$ cat src/rtl/sha256_ctrl_pkg.sv
// Shared state encoding and block-layout constants for the SHA-256 sequencer
// that feeds the Kyber hash_h path.
package sha256_ctrl_pkg;

  localparam int BLOCK_WORDS  = 16;
  localparam int DIGEST_WORDS = 8;
  localparam int BLK_W        = $clog2(BLOCK_WORDS);
  localparam int FCNT_W       = $clog2(DIGEST_WORDS);

  localparam logic [31:0]      PAD_WORD = 32'h8000_0000;
  localparam logic [BLK_W-1:0] LEN_POS  = BLK_W'(14);

  typedef enum logic [3:0] {
    ST_IDLE   = 4'd0,
    ST_INIT   = 4'd1,
    ST_MSG    = 4'd2,
    ST_PAD    = 4'd3,
    ST_ZERO   = 4'd4,
    ST_LEN_HI = 4'd5,
    ST_LEN_LO = 4'd6,
    ST_FETCH  = 4'd7,
    ST_DONE   = 4'd8
  } state_e;

endpackage

$ cat src/rtl/sha256_pad_gen.sv
// Combinational padding generator: word to offer and the follow-on state for
// the PAD / ZERO / LEN_HI / LEN_LO phases of the SHA-256 message schedule.
module sha256_pad_gen
  import sha256_ctrl_pkg::*;
#(
  parameter int LEN_W = 10
) (
  input  state_e             state_i,
  input  logic [BLK_W-1:0]   blk_pos_i,
  input  logic [LEN_W-1:0]   len_i,
  output logic [31:0]        word_o,
  output logic               gen_o,
  output state_e             next_o
);

  logic [BLK_W-1:0] pos_next;
  logic [31:0]      len_bits;

  assign pos_next = blk_pos_i + BLK_W'(1);
  // Message length in bits; LEN_W <= 27 keeps this inside 32 bits.
  assign len_bits = 32'(len_i) << 5;

  // Zero fill keeps going through a block wrap until the length slot of the
  // final block, which covers messages ending in the last two block words.
  always_comb begin
    word_o = '0;
    gen_o  = 1'b0;
    next_o = state_i;
    case (state_i)
      ST_PAD: begin
        word_o = PAD_WORD;
        gen_o  = 1'b1;
        next_o = (pos_next == LEN_POS) ? ST_LEN_HI : ST_ZERO;
      end
      ST_ZERO: begin
        gen_o  = 1'b1;
        next_o = (pos_next == LEN_POS) ? ST_LEN_HI : ST_ZERO;
      end
      ST_LEN_HI: begin
        gen_o  = 1'b1;
        next_o = ST_LEN_LO;
      end
      ST_LEN_LO: begin
        word_o = len_bits;
        gen_o  = 1'b1;
        next_o = ST_FETCH;
      end
      default: ;
    endcase
  end

endmodule

$ cat src/rtl/sha256_ctrl.sv
// Sequencer between hash_h / KEM controller and the SHA-256 core: init, message
// words, padding and length words, then an 8-word digest fetch.
module sha256_ctrl
  import sha256_ctrl_pkg::*;
#(
  parameter int LEN_W = 10
) (
  input  logic              clk,
  input  logic              reset_n,
  input  logic              start,
  input  logic [LEN_W-1:0]  msg_words,
  input  logic              in_valid,
  output logic              in_ready,
  input  logic [31:0]       in_data,
  output logic              busy,
  output logic              done,
  output logic [255:0]      digest,
  output logic              core_init,
  output logic              core_load,
  output logic [31:0]       core_idata,
  output logic              core_fetch,
  input  logic              core_ack,
  input  logic [31:0]       core_odata,
  output state_e            dbg_state_o
);

  // Handshakes: a word moves on in_valid&&in_ready (message side) and on
  // core_load&&core_ack / core_fetch&&core_ack (core side); an offered word
  // and its data stay put until that cycle.

  state_e              state_q, state_d;
  logic [LEN_W-1:0]    len_q, len_d;
  logic [LEN_W-1:0]    remain_q, remain_d;
  logic [BLK_W-1:0]    blk_pos_q, blk_pos_d;
  logic [FCNT_W-1:0]   fcnt_q, fcnt_d;
  logic [255:0]        digest_q, digest_d;

  logic [31:0]         gen_word;
  logic                gen_valid;
  state_e              gen_next;

  sha256_pad_gen #(.LEN_W(LEN_W)) u_pad_gen (
    .state_i   (state_q),
    .blk_pos_i (blk_pos_q),
    .len_i     (len_q),
    .word_o    (gen_word),
    .gen_o     (gen_valid),
    .next_o    (gen_next)
  );

  always_comb begin
    busy       = (state_q != ST_IDLE);
    done       = (state_q == ST_DONE);
    core_init  = (state_q == ST_INIT);
    core_fetch = (state_q == ST_FETCH);
    in_ready   = (state_q == ST_MSG) && core_ack;
    core_load  = 1'b0;
    core_idata = '0;
    if (state_q == ST_MSG) begin
      core_load  = in_valid;
      core_idata = in_data;
    end else if (gen_valid) begin
      core_load  = 1'b1;
      core_idata = gen_word;
    end
  end

  assign digest      = digest_q;
  assign dbg_state_o = state_q;

  always_comb begin
    state_d   = state_q;
    len_d     = len_q;
    remain_d  = remain_q;
    blk_pos_d = blk_pos_q;
    fcnt_d    = fcnt_q;
    digest_d  = digest_q;
    case (state_q)
      ST_IDLE: begin
        if (start) begin
          state_d   = ST_INIT;
          len_d     = msg_words;
          remain_d  = msg_words;
          blk_pos_d = '0;
          fcnt_d    = '0;
        end
      end
      ST_INIT: state_d = (len_q != '0) ? ST_MSG : ST_PAD;
      ST_MSG: begin
        if (in_valid && core_ack) begin
          remain_d  = remain_q - LEN_W'(1);
          blk_pos_d = blk_pos_q + BLK_W'(1);
          if (remain_q == LEN_W'(1)) state_d = ST_PAD;
        end
      end
      ST_PAD, ST_ZERO, ST_LEN_HI, ST_LEN_LO: begin
        if (core_ack) begin
          blk_pos_d = blk_pos_q + BLK_W'(1);
          state_d   = gen_next;
        end
      end
      ST_FETCH: begin
        if (core_ack) begin
          // H0 lands in the top word, H7 in the bottom word.
          for (int i = 0; i < DIGEST_WORDS; i++) begin
            if (fcnt_q == FCNT_W'(i)) digest_d[(DIGEST_WORDS-1-i)*32 +: 32] = core_odata;
          end
          fcnt_d = fcnt_q + FCNT_W'(1);
          if (fcnt_q == FCNT_W'(DIGEST_WORDS-1)) state_d = ST_DONE;
        end
      end
      ST_DONE: state_d = ST_IDLE;
      default: state_d = ST_IDLE;
    endcase
  end

  always_ff @(posedge clk or negedge reset_n) begin
    if (!reset_n) begin
      state_q   <= ST_IDLE;
      len_q     <= '0;
      remain_q  <= '0;
      blk_pos_q <= '0;
      fcnt_q    <= '0;
      digest_q  <= '0;
    end else begin
      state_q   <= state_d;
      len_q     <= len_d;
      remain_q  <= remain_d;
      blk_pos_q <= blk_pos_d;
      fcnt_q    <= fcnt_d;
      digest_q  <= digest_d;
    end
  end

  a_load_fetch_excl: assert property (@(posedge clk) disable iff (!reset_n)
    !(core_load && core_fetch));

  a_gen_word_stable: assert property (@(posedge clk) disable iff (!reset_n)
    (core_load && !core_ack && state_q != ST_MSG) |=> (core_load && $stable(core_idata)));

endmodule

$ cat config.mk
export PLATFORM = sky130hd
export DESIGN_NAME = sha256_ctrl
export DESIGN_NICKNAME = d
export VERILOG_FILES = /design/src/rtl/sha256_ctrl_pkg.sv /design/src/rtl/sha256_pad_gen.sv /design/src/rtl/sha256_ctrl.sv
export SDC_FILE = /design/constraint.sdc
export NUM_CORES = 1
export LEC_CHECK = 0
export BUFFER_PORTS_ARGS = -buffer_cell sky130_fd_sc_hd__buf_2
export CAP_MARGIN = 20
export CORE_ASPECT_RATIO = 1.1
export CORE_MARGIN = 10
export CORE_UTILIZATION = 55
export CTS_BUF_LIST = sky130_fd_sc_hd__clkbuf_16
export DETAILED_ROUTE_END_ITERATION = 6
export HOLD_SLACK_MARGIN = 0.03
export PLACE_DENSITY = 0.84
export SETUP_SLACK_MARGIN = 0.15
export SYNTH_ARGS = -nofsm -noshare
export SYNTH_HDL_FRONTEND = slang
export SYNTH_SLANG_ARGS = --single-unit
$ cat constraint.sdc
create_clock -name clk -period 2.86 [get_ports clk]
set_clock_uncertainty 0.1 [all_clocks]
set_input_delay 0.429 -clock clk [delete_from_list [all_inputs] [get_ports clk]]
set_output_delay 0.429 -clock clk [all_outputs]
set_load 0.02 [all_outputs]
==> impl_metrics.ini, run 1 <==
[run_status]
status = complete, no violations

[critical_path]
crit_arrival_ns = 2.10
critPathLaunchType = flop
critical_path.top_delay_family = buffers and inverters
timing_worst_setup_path_type = reg2out
cpMaxStageDelayCell = dfrtp_2
crit_path_cell_trace = buf_4 -> nor4b_4 -> buf_6 -> a22o_1 -> buf_2
worstRegToRegCells = 5
worstSetupPathDepth = 5
cp.required_ns = 2.33
slowest_delay_ns = 0.47
worstPathMaxFanout = 14
path_buf_inv = 3
end_kind = primary output

[timing]
max_slew_margin_pct = 54.3
hold_viol_final = 0
timing.final.crit_share_pct = 91.9
max_freq_mhz = 380
finalSetupViolations = 0
worst_pin_slew_ns = 0.686
rsz0062_at_grt = false
maxSlewViolCount = 0
final.min_clock_period_ns = 2.63
hold_ws_ns = 0.0529
tns_ns = 0

[synth]
ys_seq_area_share_pct = 61.7
syn_inst = 774
ys_types = 58
synthArstFlopShare_pct = 100
ys.flop_type = dfrtp_1
yosysWarnings = 0
synth_seq_cells = 287
syn-num-nets = 863
synthesis.area_sq_mm = 0.0116
synth-edff-count = 0
synth.avg_cell_area_sq_um = 15.0

[drt]
wire_per_inst_um = 22.1
drt_pre_antenna_iters = 4
drcViolationCount = 0
num_vias = 8021
drt_iter0_drc = 296
vias_per_cell = 5.42
ant_nets = 0
wl_um = 32800

[pwr]
power.leakage_nw = 8.11
p_per_area_mw_per_mm2 = 1250
power.total_mw = 18.7
max-vdd-ir-drop_mv = 0.913

[global_route]
grt_overflow_total = 0
grt_pass1_wl_um = 51100
grt_max_degree = 84
antenna_found_initial = 0
grt_pass1_vias = 8772
grtUsageTotal_pct = 23.5

[cells_and_area]
nNetsFinal = 1263
area_growth_pct = 29.0
antenna_cells = 0
final_cell_mix = buf_2, dfrtp_1, mux2_2, clkbuf_16, buf_4
drive_above_1_share_pct = 61.5
fin_area_sq_mm = 0.0150
finalNonFillerCells = 1481
mostFrequentLayoutCell = buf_2

[floorplan]
die_area_sq_mm = 0.0274
start_util_pct = 56.2
rows = 55
die_w_um = 159
io_pins = 377
fp.coreArea_sq_mm = 0.0207
die_y_um = 173

[cts]
clkSinkCount = 287
cts_buffers = 28
htreeDepth = 1
insertion_delay_ns = 0.54
cts_buffer_depth = 3
cts_tree = yes
clk_pin_slew_worst_paths_ns = 0.06
root_buffer = clkbuf_16

[placement]
place_congestion = 0.809
place_inst = 1425
placed_cell_area_sq_mm = 0.0140
port_buffers = 376
detailed_place_hpwl_um = 23400

[hold_path]
hold_class = in2reg
hold_depth = 2

[run]
timing.max_cap.violations = 0
## where the power goes
part	switching, mW	leakage, nW	internal (mW)
Combinational	4.72	3.89	3.16
Sequential	1.12	3.75	5.91
Clock	1.57	0.467	2.25
Total	7.41	8.11	11.3
## registers in the layout (all words and copies together), names as in the netlist
signal       cells
len_q           10
blk_pos_q        4
remain_q        10
fcnt_q           3
digest         256
dbg_state_o      4
## cells by family (layout without fill, tap and decap cells)
| logic type | Yosys count | in the layout | share of synthesized area, % |
|---|---|---|---|
| mux | 269 | 269 | 26.0 |
| flops | 287 | 287 | 61.7 |
| buf+inv | 53 | 475 | 2.12 |
| fa+ha+maj | 10 | 10 | 1.08 |
| compound gates | 72 | 72 | 4.53 |
| simple gates | 82 | 82 | 4.42 |
| xor+xnor | 1 | 1 | 0.0753 |
## worst paths after layout
path / startpoint / endpoint / slack, ns
setup / recovery: dbg_state_o[0] / core_idata[9] / 0.23
hold / removal: msg_words[2] / len_q[2] / 0.05
setup reg to reg: dbg_state_o[1] / digest[221] / 0.56
hold reg to reg: digest[45] / digest[45] / 0.39
max in group asynchronous: reset_n / digest[20] / 1.39
min in group asynchronous: reset_n / len_q[2] / 0.37
## cell usage after synthesis (all sizes together), types with 2 or more instances
cell type | instances | share of area [%]
a2111oi | 2 | 0.37
a21oi | 16 | 0.69
a22o | 10 | 0.75
a22oi | 2 | 0.13
a2bb2oi | 2 | 0.15
and2 | 23 | 1.2
buf | 31 | 1.4
clkbuf | 7 | 0.23
dfrtp | 287 | 62
ha | 10 | 1.1
inv | 15 | 0.48
mux2 | 267 | 26
mux2i | 2 | 0.17
nand2 | 12 | 0.39
nand2b | 6 | 0.32
nand3 | 7 | 0.30
nand4 | 2 | 0.11
nor2 | 10 | 0.39
nor3 | 3 | 0.13
nor3b | 2 | 0.13
nor4 | 4 | 0.40
nor4b | 3 | 0.28
o211ai | 2 | 0.13
o21a | 2 | 0.13
o21ai | 17 | 0.73
o22ai | 2 | 0.11
o2bb2ai | 3 | 0.23
o31ai | 2 | 0.13
or3 | 2 | 0.11
or4 | 3 | 0.19
## layout make-up
cell class              instances  area (sq um)
flip-flops and latches        287          7180
repair buffers                408          2180
clock buffers                  28           701
inverters                      15          56.3
well taps                     285           357
fillers                      1386          5700
clock inverters                24           274
multi-input cells             434          4260
## through the flow
stage                     worst slack, ns  utilization (%)
after floorplan                     0.509                -
after global placement              0.487             67.5
after detailed placement            0.465             67.5
after CTS                           0.147             72.3
after global routing                0.140             72.5
final                               0.231             72.5
## layer usage
metal  routed length (um)  vias to the layer above  GRT usage, %
met1                12300                     4086          27.6
met4                  647                        0          5.29
li1                     -                     3599             -
met3                 3300                       52          8.24
met2                16600                      284          40.4
met5                    0                        -             0
## timing repair
item                                    in CTS  in global routing
endpoints found under the setup margin      12                 32
buffers inserted                             0                  1
gates resized for setup                      2                  5
gates cloned                                 0                  1
pin swaps                                    0                  1
hold buffers                                 2                  0
endpoints found under the hold margin       78                  0
(Power assumes the default switching activity.)
==> inputs of run 2 (changes only) <==
- CORE_MARGIN: 10 -> not set
==> run 2 against run 1 <==
  * Cell count is 2.2% lower
  * Hold slack better by 0.0059 ns
  * Final area is 0.81% lower
  * Sequential share of layout area is 0.39 points higher
  * Via count is 0.81% higher
  * Highest routed layer unchanged
==> impl_metrics.ini, run 2 (synthesized netlist as in run 1, its figures left out) <==
[cells_and_area]
area_growth_pct = 28.0
multi_input_area_sq_mm = 0.00425
final_cell_mix = buf_2, dfrtp_1, mux2_2, clkbuf_16, buf_4
nNetsFinal = 1264
seqCellArea_sq_mm = 0.00718
finalNonFillerCells = 1449
drive_above_1_share_pct = 61.0
fin_util_pct = 72.1
fillers = 1411
fin_area_sq_mm = 0.0149
antenna_cells = 0
largest_register_ffs = 256
mostFrequentLayoutCell = buf_2

[floorplan]
fp.coreArea_sq_mm = 0.0206
start_util_pct = 56.4
die_w_um = 141
io_pins = 377
die_area_sq_mm = 0.0217
rows = 55
die_y_um = 155

[critical_path]
critPathLaunchType = flop
rr_startpoint = dbg_state_o[0]
reg2reg_slack_ns = 0.69
crit_arrival_ns = 2.12
crit_path_start = dbg_state_o[0]
worstRegToRegCells = 5
timing_worst_setup_path_type = reg2out
r2r_end = digest[181]
end_kind = primary output
crit_path_end = core_idata[27]
cp.required_ns = 2.33
worstPathMaxFanout = 21

[drt]
drt_pre_antenna_iters = 5
ant_nets = 0
wl_um = 29600
num_vias = 8086
vias_per_cell = 5.58
wire_per_inst_um = 20.4
drt_iter0_drc = 285
drcViolationCount = 0

[cts]
htreeDepth = 1
insertion_delay_ns = 0.53
cts_buffers = 28
cts_tree = yes
clk_pin_slew_worst_paths_ns = 0.06
clkSinkCount = 287
cts_buffer_depth = 3
root_buffer = clkbuf_16

[global_route]
grt_pass1_wl_um = 46200
grt_pass1_vias = 8298
grtUsageTotal_pct = 27.3
grt_overflow_total = 0
antenna_found_initial = 0
grt_max_degree = 90

[run]
timing.max_cap.violations = 0

[pwr]
p_int_mw = 11.1
p_sw_mw = 7.23
combPwrFrac_pct = 42.9
power.leakage_nw = 8.10
p_per_area_mw_per_mm2 = 1230
p_clk_share_pct = 19.0
max-vdd-ir-drop_mv = 0.886
swShare_pct = 39.5
power.total_mw = 18.3
p_seq_share_pct = 38.1

[placement]
placed_cell_area_sq_mm = 0.0140
place_inst = 1397
detailed_place_hpwl_um = 20100
port_buffers = 376
place_congestion = 0.881
place_ws_ns = 0.591

[hold_path]
hold_class = in2reg

[timing]
max_slew_margin_pct = 52.9
timing.final.crit_share_pct = 92.5
worst_slack_ns = 0.214
hold_ws_ns = 0.0588
tns_ns = 0
worst_pin_slew_ns = 0.705
hold_viol_final = 0
finalSetupViolations = 0
maxSlewViolCount = 0
max_freq_mhz = 378
rsz0062_at_grt = false
final.min_clock_period_ns = 2.65

[run_status]
status = complete, no violations
run 2: changes by cell type in the layout (fill, tap and decap cells not counted), moves of 2 or more:
cell | previous run | this run
buf_12 | 3 | 5
buf_6 | 2 | 0
bufinv_16 | 5 | 2
clkinvlp_4 | 5 | 2
inv_1 | 16 | 20
run 2: layout make-up:
cell class / instances / area share [%]
Sequential cell: 287 / 48.2
Inverter: 15 / 0.378
Multi-Input combinational cell: 434 / 28.5
Clock buffer: 28 / 4.71
Timing Repair Buffer: 409 / 14.9
Clock inverter: 20 / 1.07
Tap cell: 256 / 2.15
run 2: per-layer routing:
metal,routed length (um),GRT usage [%],share of wire (%),vias up
met3,2160,6.47,7.3,76
met4,1100,10.6,3.7,0
li1,-,-,-,3584
met1,11800,34.1,40,4085
met5,0,0,0,-
met2,14600,46.3,49,341
run 2: how the worst min path moves through the flow:
stage,start,to,cells after the start
after floorplan,reset_n,blk_pos_q[0],0
final,msg_words[6],len_q[6],2
after detailed placement,digest[48],digest[48],1
after CTS,msg_words[6],len_q[6],2
after global placement,digest[46],digest[46],1
after global routing,msg_words[6],len_q[6],2
run 2: what timing repair did:
action / 4_1_cts / 5_1_grt
hold endpoints to repair: 82 / 0
gates resized for setup: 5 / 1
setup endpoints to repair: 32 / 32
cloned: 0 / 1
pin swaps: 0 / 1
hold buffers: 2 / 0
setup buffers: 0 / 1
run 2: critical path, stage by stage, from the launching register on:
cell	delay, ns
dfrtp_2	0.48
buf_4	0.22
nor4b_4	0.25
buf_4	0.19
clkbuf_16	0.17
and2_1	0.13
buf_2	0.15
run 2: power groups by stage:
| stage | logic, mW | registers [mW] | clock network [mW] |
|---|---|---|---|
| 6_report | 7.84 | 6.97 | 3.47 |
| 4_1_cts | 7.83 | 6.96 | 3.52 |
| 5_1_grt | 8.33 | 7.18 | 3.67 |
| 3_5_place_dp | 7.75 | 6.98 | 0 |
| 2_1_floorplan | 2.85 | 8.94 | 0 |
| 3_3_place_gp | 7.57 | 6.86 | 0 |
==> inputs of run 3 (changes only) <==
- CORE_UTILIZATION: 55 -> 40
- PLACE_DENSITY: 0.84 -> 0.71
==> run 3 against run 2 <==
  * Highest routed layer unchanged
  * Sequential cell count unchanged
  * Maximum frequency increased by 0.67%
  * Register-to-register slack about the same
  * Die area increased by 37%
  * Clock power increased by 14%
  * Clock-buffer cell count increased by 2
  * Power increased by 2.6%
  * Wire length increased by 3.6%
==> impl_metrics.ini, run 3 (synthesized netlist as in run 1, its figures left out) <==
[cells_and_area]
fillers = 2442
largest_register_ffs = 256
drive_above_1_share_pct = 61.3
multi_input_area_sq_mm = 0.00425
nNetsFinal = 1274
mostFrequentLayoutCell = buf_2
seqCellArea_sq_mm = 0.00718
antenna_cells = 0
final_cell_mix = buf_2, dfrtp_1, mux2_2, clkbuf_16
area_growth_pct = 31.4
fin_area_sq_mm = 0.0153

[timing]
finalSetupViolations = 0
max_slew_margin_pct = 49.9
max_freq_mhz = 380
maxSlewViolCount = 0
final.min_clock_period_ns = 2.63
timing.final.crit_share_pct = 91.9
worst_pin_slew_ns = 0.750
tns_ns = 0
rsz0062_at_grt = false
hold_viol_final = 0

[floorplan]
die_area_sq_mm = 0.0298
die_w_um = 165
rows = 65
die_y_um = 181
fp.coreArea_sq_mm = 0.0286
start_util_pct = 40.6
io_pins = 377

[cts]
htreeDepth = 1
clk_pin_slew_worst_paths_ns = 0.06
root_buffer = clkbuf_16
cts_buffers = 30
cts_tree = yes
clkSinkCount = 287
insertion_delay_ns = 0.55
cts_buffer_depth = 3

[drt]
wire_per_inst_um = 19.5
num_vias = 8027
drcViolationCount = 0
wl_um = 30700
vias_per_cell = 5.09
drt_pre_antenna_iters = 4
drt_iter0_drc = 373
ant_nets = 0

[global_route]
grt_pass1_wl_um = 46900
grt_pass1_vias = 8173
grt_max_degree = 70
grt_overflow_total = 0
antenna_found_initial = 0
grtUsageTotal_pct = 20.4

[critical_path]
path_buf_inv = 2
timing_worst_setup_path_type = reg2out
cp.required_ns = 2.33
critPathLaunchType = flop
slowest_delay_ns = 0.62
critical_path.top_delay_family = simple AND/OR/NAND/NOR gates
crit_path_cell_trace = buf_4 -> or4b_1 -> nor2_1 -> buf_2
worstPathMaxFanout = 19
end_kind = primary output
cpMaxStageDelayCell = or4b_1
crit_arrival_ns = 2.10

[placement]
placed_cell_area_sq_mm = 0.0141
detailed_place_hpwl_um = 21000
place_congestion = 0.785
port_buffers = 376

[run]
timing.max_cap.violations = 0

[pwr]
max-vdd-ir-drop_mv = 0.765
power.leakage_nw = 8.22
p_per_area_mw_per_mm2 = 1230

[hold_path]
hold_class = in2reg

[run_status]
status = complete, no violations
run 3: changes by cell type in the layout (fill, tap and decap cells not counted), sizes merged:
cell / change
bufinv: +2
inv: -1
dlygate4sd3: +5
clkinv: +4
buf: +2
clkbuf: +3
run 3: what timing repair did:
item | CTS | global route
setup endpoints to repair | 15 | 29
pin swaps | 0 | 2
hold buffers | 7 | 0
resized for setup | 2 | 7
endpoints found under the hold margin | 66 | 0
gates cloned | 0 | 2
setup buffers | 0 | 3
run 3: cell type report:
cell class / instances / share of cell area (%)
clock buffers: 30 / 4.91
clock inverters: 25 / 1.67
inverters: 15 / 0.368
multi-input cells: 434 / 27.8
flip-flops and latches: 287 / 47.0
well taps: 368 / 3.01
repair buffers: 417 / 15.3
run 3: layer usage:
| layer | track usage (%) | wire length (um) | vias to the layer above |
|---|---|---|---|
| li1 | - | - | 3616 |
| met3 | 4.66 | 2170 | 53 |
| met1 | 25.1 | 12500 | 4062 |
| met5 | 0 | 0 | - |
| met2 | 35.4 | 15300 | 296 |
| met4 | 5.98 | 771 | 0 |
run 3: report_power, final:
group	internal [mW]	switching (mW)	total [mW]
Combinational	3.24	4.63	7.88
Clock	2.29	1.66	3.95
Sequential	5.90	1.03	6.93
Total	11.4	7.32	18.8
run 3: worst register-to-register path, delay by kind of cell, from the launching register on:
kind	cells	cell delay [ns]
buffers and inverters	2	0.44
flip-flops	1	0.39
AND/OR/NAND/NOR	2	0.87
AO/OA/AOI/OAI	2	0.30
run 3: worst paths after layout:
kind / startpoint / to / slack, ns / cells past startpoint
worst max-delay path: dbg_state_o[0] / in_ready / 0.23 / 4
worst min register to register: remain_q[9] / remain_q[9] / 0.39 / 1
worst max register to register: dbg_state_o[0] / remain_q[5] / 0.69 / 6
max in group asynchronous: reset_n / digest[159] / 1.49 / 3
min in group asynchronous: reset_n / digest[224] / 0.33 / 2
worst min-delay path: msg_words[3] / len_q[3] / 0.06 / 2
run 3: through the flow:
step | power, mW | instances | setup WS (ns) | utilization, % | hold slack [ns]
floorplan | 11.8 | 774 | 0.509 | - | 0.0334
global placement | 14.5 | 1509 | 0.671 | 49.3 | 0.341
detailed placement | 14.7 | 1509 | 0.660 | 49.3 | 0.345
CTS | 18.8 | 1571 | 0.163 | 53.1 | 0.0300
global route | 19.8 | 1576 | 0.153 | 53.4 | 0.0415
finish | 18.8 | 1576 | 0.231 | 53.4 | 0.0565
